--- config.mk ---
export PLATFORM = sky130hd
export DESIGN_NAME = v_state_rd_arb_flat
export DESIGN_NICKNAME = d
export VERILOG_FILES = /design/src/rtl/v_state_rd_arb_if.sv /design/src/rtl/v_state_rd_arb.sv /design/src/flat_wrapper.sv
export SDC_FILE = /design/constraint.sdc
export NUM_CORES = 1
export LEC_CHECK = 0
export CORE_MARGIN = 5
export CORE_UTILIZATION = 24
export CTS_BUF_LIST = sky130_fd_sc_hd__clkbuf_8
export DETAILED_ROUTE_END_ITERATION = 12
export GPL_ROUTABILITY_DRIVEN = 1
export PLACE_DENSITY = 0.84
export SETUP_SLACK_MARGIN = 0.05
export SYNTH_ARGS = -nofsm -noshare
export SYNTH_HDL_FRONTEND = slang
export SYNTH_SLANG_ARGS = --single-unit
--- constraint.sdc ---
create_clock -name clk -period 1.5 [get_ports clk]
set_input_delay 0.225 -clock clk [delete_from_list [all_inputs] [get_ports clk]]
set_output_delay 0.225 -clock clk [all_outputs]
set_load 0.005 [all_outputs]
--- src/rtl/v_state_rd_arb_if.sv ---
// v_state_rd_arb_if: per-requester read request/grant/response channel of the state-RAM read arbiter.
interface v_state_rd_arb_if #(
    parameter int N_REQ  = 2,
    parameter int ADDR_W = 8,
    parameter int DATA_W = 64
);
    logic [N_REQ-1:0]        req_vld;
    logic [N_REQ*ADDR_W-1:0] req_addr;
    logic [N_REQ-1:0]        req_gnt;
    logic [N_REQ-1:0]        rsp_vld;
    logic [DATA_W-1:0]       rsp_rdata;
    modport master (output req_vld, req_addr, input req_gnt, rsp_vld, rsp_rdata);
    modport slave  (input req_vld, req_addr, output req_gnt, rsp_vld, rsp_rdata);
endinterface

--- src/rtl/v_state_rd_arb.sv ---
// v_state_rd_arb: round-robin arbiter sharing one state-RAM read port among N_REQ pipes.
// Define V_STATE_RD_ARB_RSP_FLOP_EN to register the response (grant-to-response latency 3 instead of 2).
module v_state_rd_arb #(
    parameter int N_REQ  = 2,
    parameter int ADDR_W = 8,
    parameter int DATA_W = 64
) (
    input  logic              clk,
    input  logic              rst,
    v_state_rd_arb_if.slave   bus,
    input  logic              i_stall,
    output logic              o_state_ren,
    output logic [ADDR_W-1:0] o_state_raddr,
    input  logic [DATA_W-1:0] i_state_rdata,
    output logic              o_busy
);
    localparam int PW = $clog2(N_REQ);

    logic [PW-1:0]     r_ptr, w_win;
    logic              w_any;
    logic [N_REQ-1:0]  w_gnt, r_s1_tag, r_s2_tag;
    logic [ADDR_W-1:0] w_addr, r_raddr;

    always_comb begin
        w_any  = |bus.req_vld;
        w_win  = r_ptr;
        w_addr = '0;
        for (int i = N_REQ - 1; i >= 0; i--)
            if (bus.req_vld[i]) w_win = PW'(i);
        // the lowest requester above the pointer beats the wrapped-around lowest one
        for (int i = N_REQ - 1; i >= 0; i--)
            if (bus.req_vld[i] && i > int'(r_ptr)) w_win = PW'(i);
        for (int i = 0; i < N_REQ; i++)
            if (w_win == PW'(i)) w_addr = bus.req_addr[i*ADDR_W +: ADDR_W];
        w_gnt = (w_any && !i_stall) ? N_REQ'(1) << w_win : '0;
    end

    always_ff @(posedge clk or posedge rst)
        if (rst) begin
            r_ptr    <= PW'(N_REQ - 1);
            r_raddr  <= '0;
            r_s1_tag <= '0;
            r_s2_tag <= '0;
        end else begin
            if (|w_gnt) begin
                r_ptr   <= w_win;
                r_raddr <= w_addr;
            end
            r_s1_tag <= w_gnt;
            r_s2_tag <= r_s1_tag;
        end

    assign bus.req_gnt   = w_gnt;
    assign o_state_ren   = |r_s1_tag;
    assign o_state_raddr = r_raddr;

`ifdef V_STATE_RD_ARB_RSP_FLOP_EN
    logic [N_REQ-1:0]  r_s3_tag;
    logic [DATA_W-1:0] r_rdata;

    always_ff @(posedge clk or posedge rst)
        if (rst) begin
            r_s3_tag <= '0;
            r_rdata  <= '0;
        end else begin
            r_s3_tag <= r_s2_tag;
            if (|r_s2_tag) r_rdata <= i_state_rdata;
        end

    assign bus.rsp_vld   = r_s3_tag;
    assign bus.rsp_rdata = r_rdata;
    assign o_busy        = |{r_s1_tag, r_s2_tag, r_s3_tag};
`else
    assign bus.rsp_vld   = r_s2_tag;
    assign bus.rsp_rdata = |r_s2_tag ? i_state_rdata : '0;
    assign o_busy        = |{r_s1_tag, r_s2_tag};
`endif
endmodule

--- src/flat_wrapper.sv ---
// flat-port wrapper written by rule: the top's interface ports become plain ports
module v_state_rd_arb_flat 
#(
    parameter int N_REQ  = 2,
    parameter int ADDR_W = 8,
    parameter int DATA_W = 64
)
  (clk, rst, i_stall, o_state_ren, o_state_raddr, i_state_rdata, o_busy, bus_req_vld, bus_req_addr, bus_req_gnt, bus_rsp_vld, bus_rsp_rdata);
  v_state_rd_arb_if #(.N_REQ(N_REQ), .ADDR_W(ADDR_W), .DATA_W(DATA_W)) bus_i ();
  input  logic clk;
  input  logic rst;
  input  logic i_stall;
  output logic o_state_ren;
  output logic [ADDR_W-1:0] o_state_raddr;
  input  logic [DATA_W-1:0] i_state_rdata;
  output logic o_busy;
  input wire logic [$bits(bus_i.req_vld)-1:0] bus_req_vld;
  input wire logic [$bits(bus_i.req_addr)-1:0] bus_req_addr;
  output wire logic [$bits(bus_i.req_gnt)-1:0] bus_req_gnt;
  output wire logic [$bits(bus_i.rsp_vld)-1:0] bus_rsp_vld;
  output wire logic [$bits(bus_i.rsp_rdata)-1:0] bus_rsp_rdata;
  assign bus_i.req_vld = bus_req_vld;
  assign bus_i.req_addr = bus_req_addr;
  assign bus_req_gnt = bus_i.req_gnt;
  assign bus_rsp_vld = bus_i.rsp_vld;
  assign bus_rsp_rdata = bus_i.rsp_rdata;
  v_state_rd_arb #(.N_REQ(N_REQ), .ADDR_W(ADDR_W), .DATA_W(DATA_W)) u_core (.clk(clk), .rst(rst), .bus(bus_i), .i_stall(i_stall), .o_state_ren(o_state_ren), .o_state_raddr(o_state_raddr), .i_state_rdata(i_state_rdata), .o_busy(o_busy));
endmodule
==> results.yml, run 1 <==
placed_design:
  place_ws_ns: -0.350
  port_buffers: 162
  place_area_sq_um: 2770
  placed_cells: 344
  place_congestion: 0.790
  dpl.hpwl_um: 4760
clock_network:
  cts_sinks: 13
  cts-htree-levels: 1
  cts_buffer_depth: 2
  cts_buffers: 3
  cts_tree: "built"
  holdBufCountCts: 0
  cts.clk_slew.worst_paths_ns: 0.06
  clock_latency_ns: 0.24
  root_buffer: "clkbuf_8"
cells_and_area:
  num_antenna_cells: 0
  design_area_sq_um: 2730
  stdcell_count: 362
  area_growth_pct: 155
  final_util_pct: 62.8
  drive_gt1_share_pct: 36.1
  finalNetCount: 396
sta:
  setup_tns_ns: -1.40
  slew_headroom_pct: 66.6
  setup_viol: 36
  fin_crit_sh_pct: 105
  clock_skew_ns: 0.00619
  finalHoldWorstSlack_ns: 0.306
  tightestPinTransition_ns: 0.500
  finalHoldViolations: 0
  rsz0062_at_grt: "true"
  fmax_mhz: 634
  period_needed_ns: 1.58
  slew_viol_final: 0
  fin_ws_ns: -0.0773
die:
  dieArea_sq_um: 5910
  die_h_um: 76.9
  pin_count: 163
  coreArea_sq_um: 4350
  initial_core_util_pct: 24.7
  row_count: 24
  dieWidth_um: 76.9
setup_path:
  critPathKind: "reg -> out"
  r2r_cells: 5
  rr_startpoint: "u_core.r_ptr"
  end_kind: "output port"
  crit_slowest_cell: "dfrtp_1"
  crit_chain: "nor2_4 -> buf_12 -> buf_6 -> buf_6 -> nor2b_4 -> buf_6"
  critPathBufInv: 4
  worst_setup_path_start_kind: "register"
  required_ns: 1.27
  cp_max_fo: 5
  r2r_slack_ns: 0.19
  r2r-end: "u_core.o_state_raddr[0]"
  slowest_delay_ns: 0.40
  critical_path.top_delay_family: "buffers and inverters"
  arrival_ns: 1.35
  crit_top_cell: "buf_6"
job:
  max-cap-violations: 0
yosys:
  synthTopCellsByArea: "nor2b_1 37%, dfrtp_1 28%, a31oi_1 4.1%, nand3_1 3.7%, o21ai_1 3.7%"
  ys_warn_count: 0
  ys_seq_elements: 13
  async_reset_ff_share_pct: 100
  synth_common_cells: "64 x nor2b_1, 12 x dfrtp_1, 8 x nand3_1, 8 x o21ai_1"
  synth.largest_area_cell: "nor2b_1"
  syn_inst: 132
  synthDistinctLibCells: 22
  synth_top_cell_area_share_pct: 37.3
  post-synth-top-count-cell: "nor2b_1"
  syn_avg_cell_area_sq_um: 8.13
  synth_ff_type: "dfrtp_1"
  seq_area_frac_synth_pct: 30.4
  synth_area_sq_um: 1070
  synth_edf_count: 0
  synth_nets: 217
run_status:
  violations: "negative setup slack"
  status: "finished with violations"
pwr:
  leakagePower_nw: 1.32
  vdd_drop_max_v: 0.000594
  finalPower_mw: 1.91
  p_per_area_nw_per_um2: 697
drt:
  drc: 0
  via_per_inst: 4.31
  drt_iter0_drc: 22
  drtPass1Iterations: 4
  dr_total_vias: 1559
  wl_um: 6150
  wl_per_cell_um: 17.0
  ant_nets: 0
grt:
  grt_max_degree: 45
  grt_pass1_vias: 1448
  grt_use_total_pct: 17.5
  grt-ovfl-total: 0
  grt_pass1_wl_um: 8380
  antenna_found_initial: 0
hold_path:
  hp-class: "in -> async"
[logic make-up after synthesis]
family | Yosys count | synth area share (%)
compound gates | 18 | 10.6
buf+inv | 11 | 7.58
flops | 13 | 30.4
simple gates | 90 | 51.4
[cell usage in the layout (no fill, tap or decap), types with 2 or more instances in the layout]
cell,n
dfrtp_1,12
clkbuf_2,8
inv_1,2
clkbuf_8,3
buf_6,8
o21ai_1,8
buf_12,2
nor2b_1,56
nand3_1,8
nor2_1,7
dlygate4sd2_1,3
buf_2,55
buf_4,12
nor2b_4,4
nor2_2,3
clkdlybuf4s50_1,90
dlymetal6s2s_1,2
clkbuf_16,2
a31oi_1,7
nor2b_2,4
nand2b_4,2
[timing repair]
action                     4_1_cts  5_1_grt
pin swaps                        2        5
setup endpoints to repair       69       64
cloned                           0        3
gates resized for setup        224       63
setup buffers                    3        8
[metal layers]
| layer | vias up | GRT usage, % | routed length (um) |
|---|---|---|---|
| met4 | 0 | 3.50 | 57 |
| met5 | - | 0 | 0 |
| met3 | 6 | 3.16 | 384 |
| met1 | 695 | 20.9 | 2330 |
| li1 | 784 | - | - |
| met2 | 74 | 32.3 | 3380 |
[cell type report]
class / instances / area, sq um
Sequential cell: 13 / 327
Timing Repair Buffer: 184 / 1560
Clock inverter: 1 / 3.75
Fill cell: 406 / 1620
Clock buffer: 3 / 41.3
Multi-Input combinational cell: 108 / 731
Inverter: 1 / 3.75
Tap cell: 52 / 65.1
[sequential cells by signal (all words and copies together), names as in the netlist]
register,flops
u_core.r_s1_tag,2
u_core.bus.rsp_vld,2
u_core.r_ptr,1
u_core.o_state_raddr,8
[power by group]
part,switching (mW),internal (mW),leakage [nW],total [mW]
clock network,0.129,0.180,0.0269,0.309
registers,0.0380,0.411,0.153,0.449
logic,0.438,0.710,1.14,1.15
total,0.605,1.30,1.32,1.91
[worst max-delay path by stage]
stage                                     start                 to  slack (ns)  cells after the start
after CTS                 u_core.bus.rsp_vld[1]  bus_rsp_rdata[44]       -0.24                      4
after global routing      u_core.bus.rsp_vld[0]  bus_rsp_rdata[47]       -0.13                      6
after floorplan                    u_core.r_ptr     bus_req_gnt[0]        0.31                      3
after detailed placement         bus_req_vld[1]     bus_req_gnt[1]       -0.35                      4
final                     u_core.bus.rsp_vld[0]  bus_rsp_rdata[50]       -0.08                      6
after global placement           bus_req_vld[1]     bus_req_gnt[1]       -0.34                      4
[worst register-to-register path, stage by stage, from the launching register on]
cell and delay (ns):
dfstp_2 0.58, nand2b_4 0.15, buf_4 0.10, buf_4 0.14, nand3_1 0.08, a31oi_1 0.18
Note: power is estimated with default switching activity, not from simulation.
==> run 2, diff against run 1 <==
--- a/config.mk
+++ b/config.mk
@@ -7,10 +7,11 @@
 export LEC_CHECK = 0
 export CORE_MARGIN = 5
 export CORE_UTILIZATION = 24
-export CTS_BUF_LIST = sky130_fd_sc_hd__clkbuf_8
+export CTS_BUF_LIST = sky130_fd_sc_hd__clkbuf_4 sky130_fd_sc_hd__clkbuf_8
 export DETAILED_ROUTE_END_ITERATION = 12
 export GPL_ROUTABILITY_DRIVEN = 1
 export PLACE_DENSITY = 0.84
+export RECOVER_POWER = 50
 export SETUP_SLACK_MARGIN = 0.05
 export SYNTH_ARGS = -nofsm -noshare
 export SYNTH_HDL_FRONTEND = slang
==> run 2 against run 1 <==
Against the previous run: the flow still finishes with violations (negative setup slack); count of clock-buffer cells in the layout rose by 1; hold slack improved by 0.063 ns; via count barely moved; core utilization fell by 0.32 points; cell area fell by 0.50%; setup slack improved by 0.0012 ns; sequential share of layout area rose by 0.060 points; routed wire length fell by 0.44%; critical endpoint unchanged; largest cell class unchanged.
==> results.yml, run 2 (synthesis gave the netlist of run 1 again) <==
run_status:
  status: "finished with violations"
  violations: "negative setup slack"
setup_path:
  arrival_ns: 1.35
  end_kind: "output port"
  worst_setup_path_start_kind: "register"
  critPathKind: "reg -> out"
  required_ns: 1.27
  cp_max_fo: 5
  r2r_slack_ns: 0.05
placed_design:
  port_buffers: 162
  place_congestion: 0.790
  dpl.hpwl_um: 4760
  place_ws_ns: -0.350
drt:
  dr_total_vias: 1558
  drc: 0
  drt_iter0_drc: 15
  ant_nets: 0
  wl_per_cell_um: 16.9
  wl_um: 6120
  via_per_inst: 4.30
  drtPass1Iterations: 4
sta:
  tightestPinTransition_ns: 0.493
  setup_viol: 37
  fin_crit_sh_pct: 105
  fmax_mhz: 634
  rsz0062_at_grt: "true"
  slew_headroom_pct: 67.1
  finalHoldViolations: 0
  period_needed_ns: 1.58
  slew_viol_final: 0
  fin_ws_ns: -0.0761
  clock_skew_ns: 0.00346
  setup_tns_ns: -1.38
die:
  die_h_um: 76.9
  row_count: 24
  pin_count: 163
  dieArea_sq_um: 5910
  dieWidth_um: 76.9
  coreArea_sq_um: 4350
  initial_core_util_pct: 24.7
cells_and_area:
  final_cell_mix: "85 x clkdlybuf4s50_1, 56 x nor2b_1, 55 x buf_2, 12 x dfrtp_1"
  mostFrequentLayoutCell: "clkdlybuf4s50_1"
  finalNetCount: 396
  final_util_pct: 62.5
  drive_gt1_share_pct: 35.8
  fillers: 411
  largest_register_ffs: 8
  final-seq-area_sq_um: 327
  num_antenna_cells: 0
  area_growth_pct: 153
  multi_input_area_sq_um: 718
clock_network:
  cts.clk_slew.worst_paths_ns: 0.05
  cts_sinks: 13
  cts_buffers: 3
  clock_latency_ns: 0.24
  cts_buffer_depth: 2
  root_buffer: "clkbuf_8"
  cts-htree-levels: 1
  cts_tree: "built"
grt:
  grt-ovfl-total: 0
  grt_use_total_pct: 17.4
  grt_pass1_wl_um: 8360
  grt_pass1_vias: 1449
  grt_max_degree: 45
  antenna_found_initial: 0
hold_path:
  hp-class: "reg -> reg"
pwr:
  vdd_drop_max_v: 0.000561
  finalPower_mw: 1.90
  leakagePower_nw: 1.29
  p_per_area_nw_per_um2: 700
job:
  max-cap-violations: 0
-- run 2: cell types whose count changed in the layout (fill, tap and decap cells not counted) --
cell / previous run / this run
and3_1: 0 / 1
buf_4: 12 / 9
dlymetal6s2s_1: 2 / 1
inv_1: 2 / 1
nand2b_1: 0 / 1
clkdlybuf4s50_1: 90 / 85
clkbuf_2: 8 / 9
clkdlybuf4s25_1: 0 / 1
nand2b_4: 2 / 1
clkbuf_4: 0 / 3
dlygate4sd3_1: 0 / 5
and3_4: 1 / 0
-- run 2: report_power, final --
part           internal (mW)  total (mW)  switching [mW]  leakage, nW
registers              0.411       0.447          0.0366        0.153
clock network          0.205       0.329           0.124       0.0262
logic                  0.692        1.13           0.435         1.12
total                   1.31        1.90           0.595         1.29
-- run 2: final timing paths --
path | start | to | cells past startpoint
setup / recovery | u_core.bus.rsp_vld[0] | bus_rsp_rdata[50] | 6
hold / removal | u_core.r_s1_tag[0] | u_core.bus.rsp_vld[0] | 0
setup reg to reg | u_core.r_ptr | u_core.o_state_raddr[0] | 5
hold reg to reg | u_core.r_s1_tag[0] | u_core.bus.rsp_vld[0] | 0
max in group asynchronous | rst | u_core.r_ptr | 2
min in group asynchronous | rst | u_core.o_state_raddr[7] | 2
-- run 2: layout make-up --
cell class | count | share of cell area, %
repair buffers | 184 | 57.3
well taps | 52 | 2.39
clock buffers | 4 | 1.79
flip-flops and latches | 13 | 12.0
inverters | 1 | 0.138
multi-input cells | 108 | 26.4
-- run 2: what timing repair did --
item                                    in CTS  in global routing
hold buffers                                 0                  0
gates resized for setup                    224                 63
pin swaps                                    2                  5
gates cloned                                 0                  3
buffers inserted                             3                  8
endpoints found under the setup margin      69                 64
-- run 2: critical path: stages (launching register included) --
cell and delay, ns:
dfrtp_1 0.40, nor2_4 0.20, buf_12 0.15, buf_6 0.10, buf_6 0.11, nor2b_4 0.04, buf_6 0.11
-- run 2: per-layer routing --
layer / global-route usage, % / vias to the layer above / part of all wire [%]
met5: 0 / - / 0
met4: 3.50 / 0 / 0.72
met3: 3.04 / 4 / 6.3
met2: 32.2 / 73 / 55
met1: 20.9 / 696 / 38
li1: - / 785 / -
-- run 2: stage by stage --
stage / hold slack (ns) / instances / cell area, sq um
final: 0.369 / 362 / 2720
after global routing: 0.393 / 362 / 2720
after CTS: 0.328 / 351 / 2620
after detailed placement: 0.353 / 344 / 2770
after global placement: 0.353 / 344 / 2770
after floorplan: 0.101 / 132 / 1070
